===== config.mk =====
export PLATFORM = sky130hd
export DESIGN_NAME = sample_sequencer
export DESIGN_NICKNAME = d
export VERILOG_FILES = /design/src/rtl/sample_sequencer.sv
export SDC_FILE = /design/constraint.sdc
export NUM_CORES = 1
export LEC_CHECK = 0
export CORE_ASPECT_RATIO = 1.25
export CORE_MARGIN = 2
export CORE_UTILIZATION = 49
export DETAILED_ROUTE_END_ITERATION = 6
export GPL_TIMING_DRIVEN = 1
export PLACE_DENSITY = 0.77
export SLEW_MARGIN = 20
export SYNTH_ARGS = -nofsm -noshare
export SYNTH_HDL_FRONTEND = slang
export SYNTH_SLANG_ARGS = --single-unit

===== constraint.sdc =====
create_clock -name clk_i -period 2.2 [get_ports clk_i]
set_input_delay 0.44 -clock clk_i [delete_from_list [all_inputs] [get_ports clk_i]]
set_output_delay 0.44 -clock clk_i [all_outputs]
set_load 0.05 [all_outputs]

===== src/rtl/sample_sequencer.sv =====
// Per-sample scheduler for the ADC -> filter -> DAC datapath.
// Issues converter/filter pulses once per period; flags overrun and timeout.
module sample_sequencer #(
    parameter int DIVIDER  = 50,
    parameter int TIMEOUT  = 200,
    parameter int FILT_LAT = 1,
    parameter int DATA_W   = 16
) (
    input  logic              clk_i,
    input  logic              reset_ni,
    input  logic              enable_i,
    input  logic [1:0]        mode_i,
    output logic              adc_start_o,
    input  logic              adc_idle_i,
    input  logic [DATA_W-1:0] adc_data_i,
    output logic              filt_strobe_o,
    output logic [DATA_W-1:0] filt_data_o,
    input  logic [DATA_W-1:0] filt_result_i,
    output logic              dac_start_o,
    input  logic              dac_idle_i,
    output logic [DATA_W-1:0] dac_data_o,
    output logic              busy_o,
    output logic              overrun_o,
    output logic              timeout_o,
    input  logic              flags_clr_i,
    output logic [15:0]       sample_cnt_o
);

    localparam int PW = $clog2(DIVIDER);
    localparam int WW = $clog2(TIMEOUT + 1);
    localparam int LW = 4;

    typedef enum logic [2:0] {
        S_IDLE,
        S_ADC_START,
        S_ADC_WAIT,
        S_FILT,
        S_DAC_START,
        S_DAC_WAIT
    } state_t;

    state_t              r_state;
    logic [PW-1:0]       r_period;
    logic [WW-1:0]       r_wait;
    logic [LW-1:0]       r_lat;
    logic                r_adc_start;
    logic                r_filt_strobe;
    logic                r_dac_start;
    logic [DATA_W-1:0]   r_filt_data;
    logic [DATA_W-1:0]   r_dac_data;
    logic [15:0]         r_sample_cnt;
    logic                r_overrun;
    logic                r_timeout;

    logic                w_tick;
    logic                w_ovr_set;
    logic                w_first;
    logic                w_wait_to;
    logic [DATA_W-1:0]   w_sel;

    assign w_tick    = enable_i && (r_period == PW'(DIVIDER - 1));
    assign w_ovr_set = w_tick && (r_state != S_IDLE);
    // Converters need one cycle to drop idle after a start pulse.
    assign w_first   = (r_wait == '0);
    assign w_wait_to = (r_wait == WW'(TIMEOUT - 1));

    always_comb begin
        w_sel = '0;
        case (mode_i)
            2'd1:    w_sel = r_filt_data;
            2'd2:    w_sel = filt_result_i;
            default: w_sel = '0;
        endcase
    end

    always_ff @(posedge clk_i or negedge reset_ni) begin
        if (!reset_ni) begin
            r_period <= '0;
        end else if (!enable_i || w_tick) begin
            r_period <= '0;
        end else begin
            r_period <= r_period + 1'b1;
        end
    end

    always_ff @(posedge clk_i or negedge reset_ni) begin
        if (!reset_ni) begin
            r_state       <= S_IDLE;
            r_wait        <= '0;
            r_lat         <= '0;
            r_adc_start   <= 1'b0;
            r_filt_strobe <= 1'b0;
            r_dac_start   <= 1'b0;
            r_filt_data   <= '0;
            r_dac_data    <= '0;
            r_sample_cnt  <= '0;
            r_overrun     <= 1'b0;
            r_timeout     <= 1'b0;
        end else begin
            r_adc_start   <= 1'b0;
            r_filt_strobe <= 1'b0;
            r_dac_start   <= 1'b0;
            if (flags_clr_i) begin
                r_overrun <= 1'b0;
                r_timeout <= 1'b0;
            end
            if (w_ovr_set) begin
                r_overrun <= 1'b1;
            end
            case (r_state)
                S_IDLE: begin
                    if (w_tick) begin
                        r_state     <= S_ADC_START;
                        r_adc_start <= 1'b1;
                    end
                end
                S_ADC_START: begin
                    r_state <= S_ADC_WAIT;
                    r_wait  <= '0;
                end
                S_ADC_WAIT: begin
                    if (!w_first && adc_idle_i) begin
                        r_filt_data   <= adc_data_i;
                        r_filt_strobe <= 1'b1;
                        r_lat         <= '0;
                        r_state       <= S_FILT;
                    end else if (w_wait_to) begin
                        r_timeout <= 1'b1;
                        r_state   <= S_IDLE;
                    end else begin
                        r_wait <= r_wait + 1'b1;
                    end
                end
                S_FILT: begin
                    if (r_lat == LW'(FILT_LAT)) begin
                        r_dac_data  <= w_sel;
                        r_dac_start <= 1'b1;
                        r_state     <= S_DAC_START;
                    end else begin
                        r_lat <= r_lat + 1'b1;
                    end
                end
                S_DAC_START: begin
                    r_sample_cnt <= r_sample_cnt + 1'b1;
                    r_wait       <= '0;
                    r_state      <= S_DAC_WAIT;
                end
                S_DAC_WAIT: begin
                    if (!w_first && dac_idle_i) begin
                        r_state <= S_IDLE;
                    end else if (w_wait_to) begin
                        r_timeout <= 1'b1;
                        r_state   <= S_IDLE;
                    end else begin
                        r_wait <= r_wait + 1'b1;
                    end
                end
                default: r_state <= S_IDLE;
            endcase
        end
    end

    assign adc_start_o   = r_adc_start;
    assign filt_strobe_o = r_filt_strobe;
    assign filt_data_o   = r_filt_data;
    assign dac_start_o   = r_dac_start;
    assign dac_data_o    = r_dac_data;
    assign busy_o        = (r_state != S_IDLE);
    assign overrun_o     = r_overrun;
    assign timeout_o     = r_timeout;
    assign sample_cnt_o  = r_sample_cnt;

endmodule


==> Word-level counts from Yosys, hierarchy flattened <==
Cells that the tools add are included.
W data, S select, Z words.
{ "totals": {"ff_bits": 74, "out_inout_bits": 54, "word_cells": 79} }
{ "classes": {"n_addsub": 4, "eq_ne": 16, "muxes": 28, "n_reduce_logical": 19} }
{ "op_table": {"columns": ["op", "count"], "rows": [
  ["$pmux W16 S2", 1],
  ["$mux W8", 3],
  ["$pmux W8 S3", 1],
  ["$pmux W3 S6", 1],
  ["$add A16 B1 Y16 const B", 1],
  ["$mux W3", 5],
  ["$mux W1", 12],
  ["$ne A2 B2 Y1 const B", 6],
  ["$add A8 B1 Y8 const B", 1],
  ["$eq A8 B8 Y1 const B", 1],
  ["$logic_not A8 Y1", 1],
  ["$mux W4", 2],
  ["$pmux W4 S2", 1],
  ["$add A6 B1 Y6 const B", 1],
  ["$eq A3 B2 Y1 const B", 2],
  ["$eq A3 B3 Y1 const B", 2],
  ["$eq A6 B6 Y1 const B", 1],
  ["$mux W6", 1],
  ["$reduce_and A2 Y1", 3],
  ["$reduce_and A3 Y1", 2],
  ["$reduce_bool A3 Y1", 2],
  ["$add A4 B1 Y4 const B", 1],
  ["$eq A4 B1 Y1 const B", 1],
  ["$logic_and A1 B1 Y1", 4],
  ["9 further kinds", 11]
]} }

==> Depth between registers and ports, before layout <==
Gate-level depths: netlist of the first run.
{ "logic_depth": {"word_depth": 5, "ltp_mapped": 7, "ltp_nobuf": 6} }

==> Least setup slack after synthesis of the first run <==
OpenSTA, ideal clock, no wires.
{ "synth_path": {"path_type": "register -> register", "start": "register r_wait[0]", "end": "register r_state[1]", "setup_time_ns": 0.127, "arrival_ns": 1.557, "t_required_ns": 2.073, "path_slack_ns": 0.516, "path_stages_with_launch": 7, "path_cell_list": "dfrtp_1 -> inv_1 -> ha_1 -> or4b_4 -> a211o_1 -> a21oi_1 -> o21ai_1"} }
{ "synth_between": {"elab_chain_cells": 5} }
{ "synth_lines": {"columns": ["item", "line", "source"], "rows": [
  ["start, declared", "44", "logic [WW-1:0] r_wait;"],
  ["start signal, assigned", "131", "r_wait <= r_wait + 1'b1;"],
  ["start signal, assigned", "155", "r_wait <= r_wait + 1'b1;"],
  ["$logic_not A8 Y1", "64", "assign w_first = (r_wait == '0);"],
  ["$logic_not A1 Y1", "122, 149", null],
  ["$logic_and A1 B1 Y1, on equally long branches", "149, 122", null],
  ["$mux W3, on equally long branches", "149, 122", null],
  ["$pmux W3 S6 *", "110", "case (r_state)"],
  ["end signal, assigned", "113", "r_state <= S_ADC_START;"],
  ["end signal, assigned", "126", "r_state <= S_FILT;"],
  ["end signal, assigned", "150", "r_state <= S_IDLE;"],
  ["end, declared", "42", "state_t r_state;"]
]} }
Mark *: on every way between the ends. The rest lies on a longest branch, timed or not.
A chain may end at the register's enable or synchronous reset.

==> Worst setup path after layout of the first run <==
{ "layout_path": {"start": "register r_sample_cnt[7] (netlist: sample_cnt_o[7])", "end": "output sample_cnt_o[7]"} }
{ "layout_rtl": {"columns": ["item", "line", "source"], "rows": [
  ["start, declared", "51", "logic [15:0] r_sample_cnt;"],
  ["start signal, assigned", "144", "r_sample_cnt <= r_sample_cnt + 1'b1;"],
  ["end, declared", "26", "output logic [15:0] sample_cnt_o"]
]} }
No word-level cell between the ends.

==> results.py, run 1 <==
metrics = {
    "synthesis": {
        "synth_area_um2": 3550,
        "synth_common_cells": "dfrtp_1 (74), nand2_1 (32), nor2_1 (19)",
        "netlist_instances": 321,
        "ys_types": 55,
        "synth_flop_cell": "dfrtp_1",
        "yosys.area.top_type_share_pct": 52.1,
        "yosys_warnings": 0,
        "yosysMostFrequentCell": "dfrtp_1",
        "yosys_register_bits": 74,
        "ys_top_cells_by_area": "dfrtp_1 (52%), mux2_2 (5.7%), a22oi_1 (3.6%), nand2_1 (3.4%), o31ai_1 (3.4%)",
        "synth_edf_count": 0,
        "async_flop_share_pct": 100,
        "synth_top_area_cell": "dfrtp_1",
        "synth_fp_nets": 370,
        "synth-seq-area-share_pct": 52.1,
        "synth.avg_cell_area_um2": 11.1,
    },
    "drt": {
        "wirelength_mm": 7.84,
        "dr.pass1.iters": 4,
        "routed.top_layer": "met4",
        "dr_wl_met2_mm": 3.85,
        "met3_length_um": 346,
        "via_per_inst": 5.49,
        "drc": 0,
        "ant_nets": 0,
        "drt_iter0_markers": 103,
        "drt-met1-wl_mm": 3.45,
        "vias": 2791,
        "wl_per_cell_um": 15.4,
    },
    "setup_path": {
        "reg2reg_depth": 6,
        "cp_cell_sequence": "clkdlybuf4s50_1",
        "startpoint_type": "register",
        "critPathCapture": "sample_cnt_o[7]",
        "rr_startpoint": "r_wait[0]",
        "path_max_fanout": 5,
        "crit_family": "buffers and inverters",
        "r2r_setup_slack_ns": 0.33,
        "endpoint_kind": "output port",
        "critPathSlowestCell": "clkdlybuf4s50_1",
        "critPathKind": "reg2out",
        "critPathLaunch": "sample_cnt_o[7]",
        "arrival_ns": 1.62,
        "crit_buf_inv": 1,
        "max_stage_delay_ns": 0.84,
        "cp.required_ns": 1.76,
        "path_depth": 1,
        "reg2reg_to": "r_state[1]",
    },
    "sta": {
        "slew_headroom_pct": 59.2,
        "worstMarginPinSlew_ns": 0.612,
        "slew_violations": 0,
        "post-route-period-util_pct": 93.7,
        "period_minus_slack_ns": 2.06,
        "fin_tns_setup_ns": 0,
        "fin_skew_ns": 0.00682,
        "rsz0062_at_grt": "no",
        "hold_viol_final": 0,
        "finalSetupViolations": 0,
        "fmax_ghz": 0.485,
    },
    "global_route": {
        "overflow": 0,
        "grtUsageTotal_pct": 20.9,
        "grt_max_degree": 43,
        "grt_pass1_vias": 2615,
        "grt_pass1_wl_mm": 12.9,
        "antenna_found_initial": 0,
    },
    "clock_tree": {
        "cts_made_buffers": 9,
        "post_cts_resized": 0,
        "h-tree-depth": 3,
        "cts_tree": "built",
        "cts.sinks": 74,
        "path_clk_slew_ns": 0.08,
        "ctsHoldBuffers": 0,
        "clk_path_buf_depth": 2,
        "clkLatencyLatePin_ns": 0.34,
        "postCtsSetupBuffers": 0,
        "cts_root_buf": "clkbuf_8",
    },
    "floorplan": {
        "ioPinCount": 94,
        "num_rows": 34,
        "start_util_pct": 51.0,
        "die-area_um2": 7960,
        "core_area_um2": 6980,
        "fp.dieH_um": 99.2,
        "die_w_um": 80.2,
    },
    "outcome": {
        "status": "finished clean",
    },
    "flow_run": {
        "drv_cap": 0,
    },
    "pwr": {
        "p_per_area_nw_per_um2": 548,
        "leakagePower_uw": 0.00209,
        "worst_ir_drop_vdd_mv": 0.394,
    },
    "placed_design": {
        "place_inst": 493,
        "gp_congestion": 0.885,
        "hpwl_mm": 5.65,
        "io_buffers": 93,
    },
    "layout": {
        "antennaDiodeCount": 0,
        "instances_no_fill": 508,
        "nets": 463,
        "drive_above_1_share_pct": 12.4,
        "area_growth_pct": 34.5,
    },
    "worst_hold_path": {
        "hold_path_class": "in2async",
    },
}
==> layer usage <==
metal / GRT usage (%) / vias to the layer above
met4: 10.7 / 0
met5: 0 / -
met1: 28.4 / 1362
met2: 32.2 / 78
met3: 3.54 / 15
li1: - / 1336
==> where the power goes <==
group	internal, uW	switching [uW]	total [uW]	leakage (uW)
Combinational	78.3	67.2	146	0.00109
Sequential	1360	4.53	1370	0.000906
Clock	630	476	1110	0.0000984
==> area by class of cell <==
cell class                 count  area [um^2]
fill                         543         2190
inverter                      12         45.0
sequential                    74         1850
clock buffer                  10          128
multi-input combinational    220         1580
timing repair buffer          97          981
tap                           90          113
clock inverter                 5         80.1
==> registers in the layout, summed over array words and instances (netlist names) <==
signal	count
sample_cnt_o	16
r_wait	8
timeout_o	1
r_period	6
overrun_o	1
r_lat	4
dac_data_o	16
adc_start_o	1
filt_strobe_o	1
r_state	3
dac_start_o	1
filt_data_o	16
==> metrics by stage <==
step                utilization (%)  hold slack [ns]  cell area, um^2  setup slack, ns  power [uW]
floorplan                         -            0.144             3550            0.516        1430
global placement               65.6            0.457             4570            0.147        1540
detailed placement             65.6            0.465             4570           0.0869        1540
CTS                            68.5           0.0860             4780            0.133        2650
global route                   68.5            0.108             4780           0.0847        2740
finish                         68.5           0.0715             4780            0.139        2620
==> cell usage in the layout (no fill, tap or decap), drive strengths merged, types with 3 or more instances in the layout <==
master,count
a22oi,17
and3,6
buf,6
clkbuf,10
clkdlybuf4s50,91
dfrtp,74
ha,9
inv,12
mux2,18
nand2,32
nand3,14
nand4,7
nor2,19
nor2b,3
nor3,5
nor3b,5
o211ai,3
o21ai,6
o22a,3
o22ai,5
o31ai,16
xnor2,11
xor2,11
==> worst min-delay path by stage <==
stage	startpoint	endpoint	slack (ns)	depth (start not counted)
final	reset_ni	r_period[0]	0.07	1
after global routing	reset_ni	adc_start_o	0.11	1
after CTS	reset_ni	r_period[0]	0.09	1
after detailed placement	dac_data_o[3]	dac_data_o[3]	0.46	2
after global placement	reset_ni	r_period[1]	0.46	1
after floorplan	reset_ni	adc_start_o	0.14	0
==> logic make-up (layout without fill, tap and decap cells) <==
group	after synthesis	in the layout	synth area share, %
buffers and inverters	27	124	3.34
AOI/OAI and AO/OA	60	60	12.6
adders and majority gates	9	9	3.17
muxes	19	19	5.98
xor gates and xnor gates	22	22	5.42
DFF	74	74	52.1
and+or+nand+nor	110	110	17.4
Note: power is estimated with default switching activity, not from simulation.
==> inputs of run 2 (changes only) <==
--- a/config.mk
+++ b/config.mk
@@ -6,4 +6,5 @@
 export NUM_CORES = 1
 export LEC_CHECK = 0
+export ABC_AREA = 1
 export CORE_ASPECT_RATIO = 1.25
 export CORE_MARGIN = 2
@@ -11,5 +12,5 @@
 export DETAILED_ROUTE_END_ITERATION = 6
 export GPL_TIMING_DRIVEN = 1
-export PLACE_DENSITY = 0.77
+export PLACE_DENSITY = 0.76
 export SLEW_MARGIN = 20
 export SYNTH_ARGS = -nofsm -noshare
==> constraint.sdc (replaced) <==
create_clock -name clk_i -period 2.2 [get_ports clk_i]
set_input_delay 0.66 -clock clk_i [delete_from_list [all_inputs] [get_ports clk_i]]
set_output_delay 0.66 -clock clk_i [all_outputs]
set_load 0.05 [all_outputs]
==> results.py, run 2 <==
metrics = {
    "drt": {
        "routed.top_layer": "met4",
        "via_per_inst": 4.94,
        "dr.pass1.iters": 4,
        "wl_per_cell_um": 12.5,
        "drt_iter0_markers": 167,
        "met3_length_um": 482,
        "vias": 3282,
        "drt-met1-wl_mm": 3.68,
        "wirelength_mm": 8.28,
        "dr_wl_met2_mm": 4.03,
        "drc": 0,
        "ant_nets": 0,
    },
    "synthesis": {
        "synth_common_cells": "nand2_1 (111), inv_1 (77), dfrtp_1 (74)",
        "async_flop_share_pct": 100,
        "yosys_register_bits": 74,
        "netlist_instances": 470,
        "ys_top_cells_by_area": "dfrtp_1 (49%), nand2_1 (11%), o21ai_0 (8.1%), inv_1 (7.7%), nand3_1 (5.0%)",
        "synth_flop_cell": "dfrtp_1",
        "synth_top_area_cell": "dfrtp_1",
        "synth_fp_nets": 519,
        "ys_types": 29,
        "yosys.area.top_type_share_pct": 49.1,
        "yosys_warnings": 0,
        "synth.avg_cell_area_um2": 8.03,
        "synth_area_um2": 3770,
        "synth_edf_count": 0,
        "yosysMostFrequentCell": "nand2_1",
        "synth-seq-area-share_pct": 49.1,
    },
    "layout": {
        "final_common_cell": "nand2_1",
        "area_growth_pct": 33.8,
        "final_cell_area_um2": 5050,
        "regArea_um2": 1850,
        "drive_above_1_share_pct": 11.0,
        "nets": 617,
        "multi_input_area_um2": 1570,
        "mostFrequentLayoutCells": "nand2_1 (111), inv_1 (76), dfrtp_1 (74)",
        "antennaDiodeCount": 0,
        "fill_cells": 620,
        "final_util_pct": 68.2,
        "instances_no_fill": 665,
    },
    "pwr": {
        "p_per_area_nw_per_um2": 531,
        "leakagePower_uw": 0.00253,
        "worst_ir_drop_vdd_mv": 0.345,
        "finalPower_uw": 2680,
    },
    "clock_tree": {
        "path_clk_slew_ns": 0.08,
        "postCtsSetupBuffers": 0,
        "h-tree-depth": 3,
        "cts.sinks": 74,
        "cts_tree": "built",
        "cts_root_buf": "clkbuf_8",
        "clkLatencyLatePin_ns": 0.33,
        "cts_made_buffers": 9,
        "clk_path_buf_depth": 2,
        "ctsHoldBuffers": 0,
    },
    "sta": {
        "fmax_ghz": 0.463,
        "slew_violations": 0,
        "post-route-period-util_pct": 98.1,
        "hold_viol_final": 0,
        "period_minus_slack_ns": 2.16,
        "fin_tns_setup_ns": 0,
        "slew_headroom_pct": 65.8,
        "finalSetupViolations": 0,
        "rsz0062_at_grt": "no",
        "worstMarginPinSlew_ns": 0.513,
        "fin_skew_ns": 0.00991,
    },
    "setup_path": {
        "arrival_ns": 1.50,
        "path_max_fanout": 2,
        "startpoint_type": "register",
        "crit_buf_inv": 1,
        "critPathSlowestCell": "clkdlybuf4s50_1",
        "max_stage_delay_ns": 0.80,
        "critPathKind": "reg2out",
        "cp_cell_sequence": "clkdlybuf4s50_1",
        "cp.required_ns": 1.54,
        "endpoint_kind": "output port",
        "crit_family": "buffers and inverters",
    },
    "placed_design": {
        "gp_congestion": 0.805,
        "place_area_um2": 4780,
        "io_buffers": 93,
        "hpwl_mm": 6.19,
        "place_inst": 649,
    },
    "global_route": {
        "antenna_found_initial": 0,
        "grt_max_degree": 75,
        "grt_pass1_vias": 3067,
        "grt_pass1_wl_mm": 13.8,
        "grtUsageTotal_pct": 21.1,
        "overflow": 0,
    },
    "outcome": {
        "status": "finished clean",
    },
    "floorplan": {
        "ioPinCount": 94,
        "start_util_pct": 51.0,
        "die_w_um": 82.5,
        "core_area_um2": 7400,
        "num_rows": 35,
        "fp.dieH_um": 102,
        "die-area_um2": 8420,
    },
    "flow_run": {
        "drv_cap": 0,
    },
    "worst_hold_path": {
        "hold_path_class": "in2async",
    },
}
==> run 2: cell types whose count changed after synthesis, moves of 17 or more <==
cell	before	now
a22oi_1	17	0
inv_1	12	77
mux2_2	18	0
nand2_1	32	111
nand3_1	13	38
o21ai_0	5	61
==> run 2: area by class of cell <==
class	count	share of cell area, %
Inverter	82	6.10
Clock buffer	11	2.80
Sequential cell	74	36.7
Tap cell	92	2.28
Multi-Input combinational cell	304	31.2
Clock inverter	5	1.54
Timing Repair Buffer	97	19.4
==> run 2: routing by layer <==
metal | GRT usage (%) | up-vias
li1 | - | 1681
met1 | 27.3 | 1507
met2 | 33.7 | 88
met3 | 5.48 | 6
met4 | 8.33 | 0
met5 | 0 | -
==> run 2: metrics by stage <==
stage / setup slack [ns] / hold WS, ns
floorplan: 0.468 / 0.364
global placement: 0.136 / 0.504
detailed placement: 0.0688 / 0.513
CTS: 0.000190 / 0.352
global route: 0.000140 / 0.365
finish: 0.0407 / 0.325
==> run 2: logic make-up after synthesis <==
family | count (synthesis) | share of synthesized area (%)
adder cells (fa/ha/maj) | 9 | 2.99
AO/OA/AOI/OAI | 68 | 9.15
flip-flops | 74 | 49.1
XOR/XNOR | 12 | 2.79
buffers and inverters | 92 | 9.29
AND/OR/NAND/NOR | 215 | 26.7
==> run 2: worst paths after layout <==
path | start | end | slack (ns) | cells past startpoint
setup / recovery | filt_data_o[1] | filt_data_o[1] | 0.04 | 1
max in group asynchronous | reset_ni | r_state[1] | 1.55 | 2
setup reg to reg | r_wait[0] | r_wait[1] | 0.40 | 10
min in group clk_i | r_period[0] | r_period[0] | 0.52 | 1
hold reg to reg | r_period[0] | r_period[0] | 0.52 | 1
hold / removal | reset_ni | filt_data_o[4] | 0.32 | 2
==> run 2: what timing repair did <==
action | 4_1_cts | 5_1_grt
cloned | 0 | 0
endpoints found under the setup margin | 4 | 20
resized for setup | 4 | 20
==> run 2: power breakdown <==
part	leakage, uW	internal (uW)	switching, uW
combinational	0.00156	83.8	72.3
sequential	0.000854	1360	5.36
clock	0.000109	667	487
==> inputs of run 3 (changes only) <==
- CORE_ASPECT_RATIO: 1.25 -> 1.75
- CORE_MARGIN: 2 -> not set
==> results.py, run 3 (synthesis gave the netlist of run 2 again) <==
metrics = {
    "sta": {
        "finalSetupViolations": 0,
        "slew_violations": 0,
        "period_minus_slack_ns": 2.16,
        "worstMarginPinSlew_ns": 0.525,
        "post-route-period-util_pct": 98.3,
        "fmax_ghz": 0.462,
        "fin_skew_ns": 0.00518,
        "slew_headroom_pct": 64.9,
        "hold_viol_final": 0,
        "fin_tns_setup_ns": 0,
        "rsz0062_at_grt": "no",
    },
    "setup_path": {
        "cp.required_ns": 1.54,
        "cp_cell_sequence": "clkdlybuf4s50_1",
        "crit_buf_inv": 1,
        "endpoint_kind": "output port",
        "crit_family": "buffers and inverters",
        "arrival_ns": 1.50,
        "max_stage_delay_ns": 0.81,
        "path_max_fanout": 2,
        "startpoint_type": "register",
        "critPathSlowestCell": "clkdlybuf4s50_1",
        "critPathKind": "reg2out",
    },
    "layout": {
        "antennaDiodeCount": 0,
        "final_common_cell": "nand2_1",
        "drive_above_1_share_pct": 10.9,
        "fill_cells": 604,
        "nets": 620,
        "instances_no_fill": 664,
        "final_cell_area_um2": 5150,
        "area_growth_pct": 36.6,
        "mostFrequentLayoutCells": "nand2_1 (111), inv_1 (76), dfrtp_1 (74)",
    },
    "worst_hold_path": {
        "hold_path_class": "in2async",
    },
    "flow_run": {
        "drv_cap": 0,
    },
    "clock_tree": {
        "h-tree-depth": 3,
        "cts_root_buf": "clkbuf_16",
        "path_clk_slew_ns": 0.06,
        "cts_made_buffers": 9,
        "clkLatencyLatePin_ns": 0.33,
        "cts_tree": "built",
        "postCtsSetupBuffers": 0,
        "cts.sinks": 74,
        "clk_path_buf_depth": 2,
    },
    "drt": {
        "vias": 3418,
        "dr.pass1.iters": 5,
        "via_per_inst": 5.15,
        "drt_iter0_markers": 141,
        "wl_per_cell_um": 13.9,
        "ant_nets": 0,
        "drc": 0,
        "wirelength_mm": 9.26,
    },
    "floorplan": {
        "core_area_um2": 7510,
        "num_rows": 42,
        "ioPinCount": 94,
        "die_w_um": 68.3,
        "fp.dieH_um": 118,
        "die-area_um2": 8070,
        "start_util_pct": 50.2,
    },
    "global_route": {
        "grt_pass1_wl_mm": 15.1,
        "grt_max_degree": 36,
        "grtUsageTotal_pct": 25.2,
        "grt_pass1_vias": 3322,
        "antenna_found_initial": 0,
        "overflow": 0,
    },
    "placed_design": {
        "io_buffers": 93,
        "hpwl_mm": 6.73,
        "gp_congestion": 0.843,
        "place_inst": 648,
        "place_area_um2": 4830,
    },
    "pwr": {
        "worst_ir_drop_vdd_mv": 0.501,
        "leakagePower_uw": 0.00259,
        "p_per_area_nw_per_um2": 599,
    },
    "outcome": {
        "status": "finished clean",
    },
}
-- run 3: cell types whose count changed in the layout (fill, tap and decap cells not counted), moves of 3 or more --
cell | before | now
clkdlybuf4s50_1 | 47 | 66
dlymetal6s2s_1 | 19 | 3
clkbuf_16 | 0 | 9
clkbuf_8 | 10 | 1
clkbuf_1 | 1 | 4
dlygate4sd2_1 | 3 | 0
-- run 3: metal layers --
metal	GRT usage [%]	up-vias	wire length (um)
met2	43.3	77	5080
met3	3.00	25	228
li1	-	1685	-
met4	14.1	0	376
met1	28.4	1631	3570
met5	0	-	0
-- run 3: cell type report --
type                    count  area [um^2]  area share [%]
clock buffers              14          254            4.93
clock inverters             2         60.1            1.17
inverters                  82          313            6.07
multi-input cells         304         1570            30.5
flip-flops and latches     74         1850            35.9
well taps                  88          110            2.14
repair buffers            100          993            19.3
-- run 3: per-stage QoR --
stage / hold WS, ns / total power [uW] / utilization (%) / setup slack (ns)
floorplan: 0.364 / 1430 / - / 0.468
global placement: 0.496 / 1570 / 64.2 / 0.173
detailed placement: 0.517 / 1570 / 64.2 / 0.140
CTS: 0.223 / 3120 / 68.4 / 0.00409
global route: 0.241 / 3190 / 68.6 / 0.00427
finish: 0.221 / 3090 / 68.6 / 0.0378
-- run 3: repair_timing --
item	4_1_cts	5_1_grt
pin swaps	0	0
setup endpoints to repair	1	4
hold buffers	0	0
gates resized for setup	1	6
-- run 3: path summary, 6_finish.rpt --
kind,cells after the start,from,endpoint,slack [ns]
min in group clk_i,1,r_period[0],r_period[0],0.52
setup reg to reg,10,r_wait[0],r_wait[1],0.35
setup / recovery,1,dac_data_o[4],dac_data_o[4],0.04
hold / removal,1,reset_ni,sample_cnt_o[6],0.22
max in group asynchronous,2,reset_ni,dac_data_o[1],1.42
hold reg to reg,1,r_period[0],r_period[0],0.52
-- run 3: power breakdown --
| group | internal [uW] | total [uW] | switching (uW) |
|---|---|---|---|
| clock | 1030 | 1550 | 520 |
| combinational | 92.5 | 172 | 80.0 |
| sequential | 1370 | 1370 | 5.34 |
| total | 2480 | 3090 | 606 |
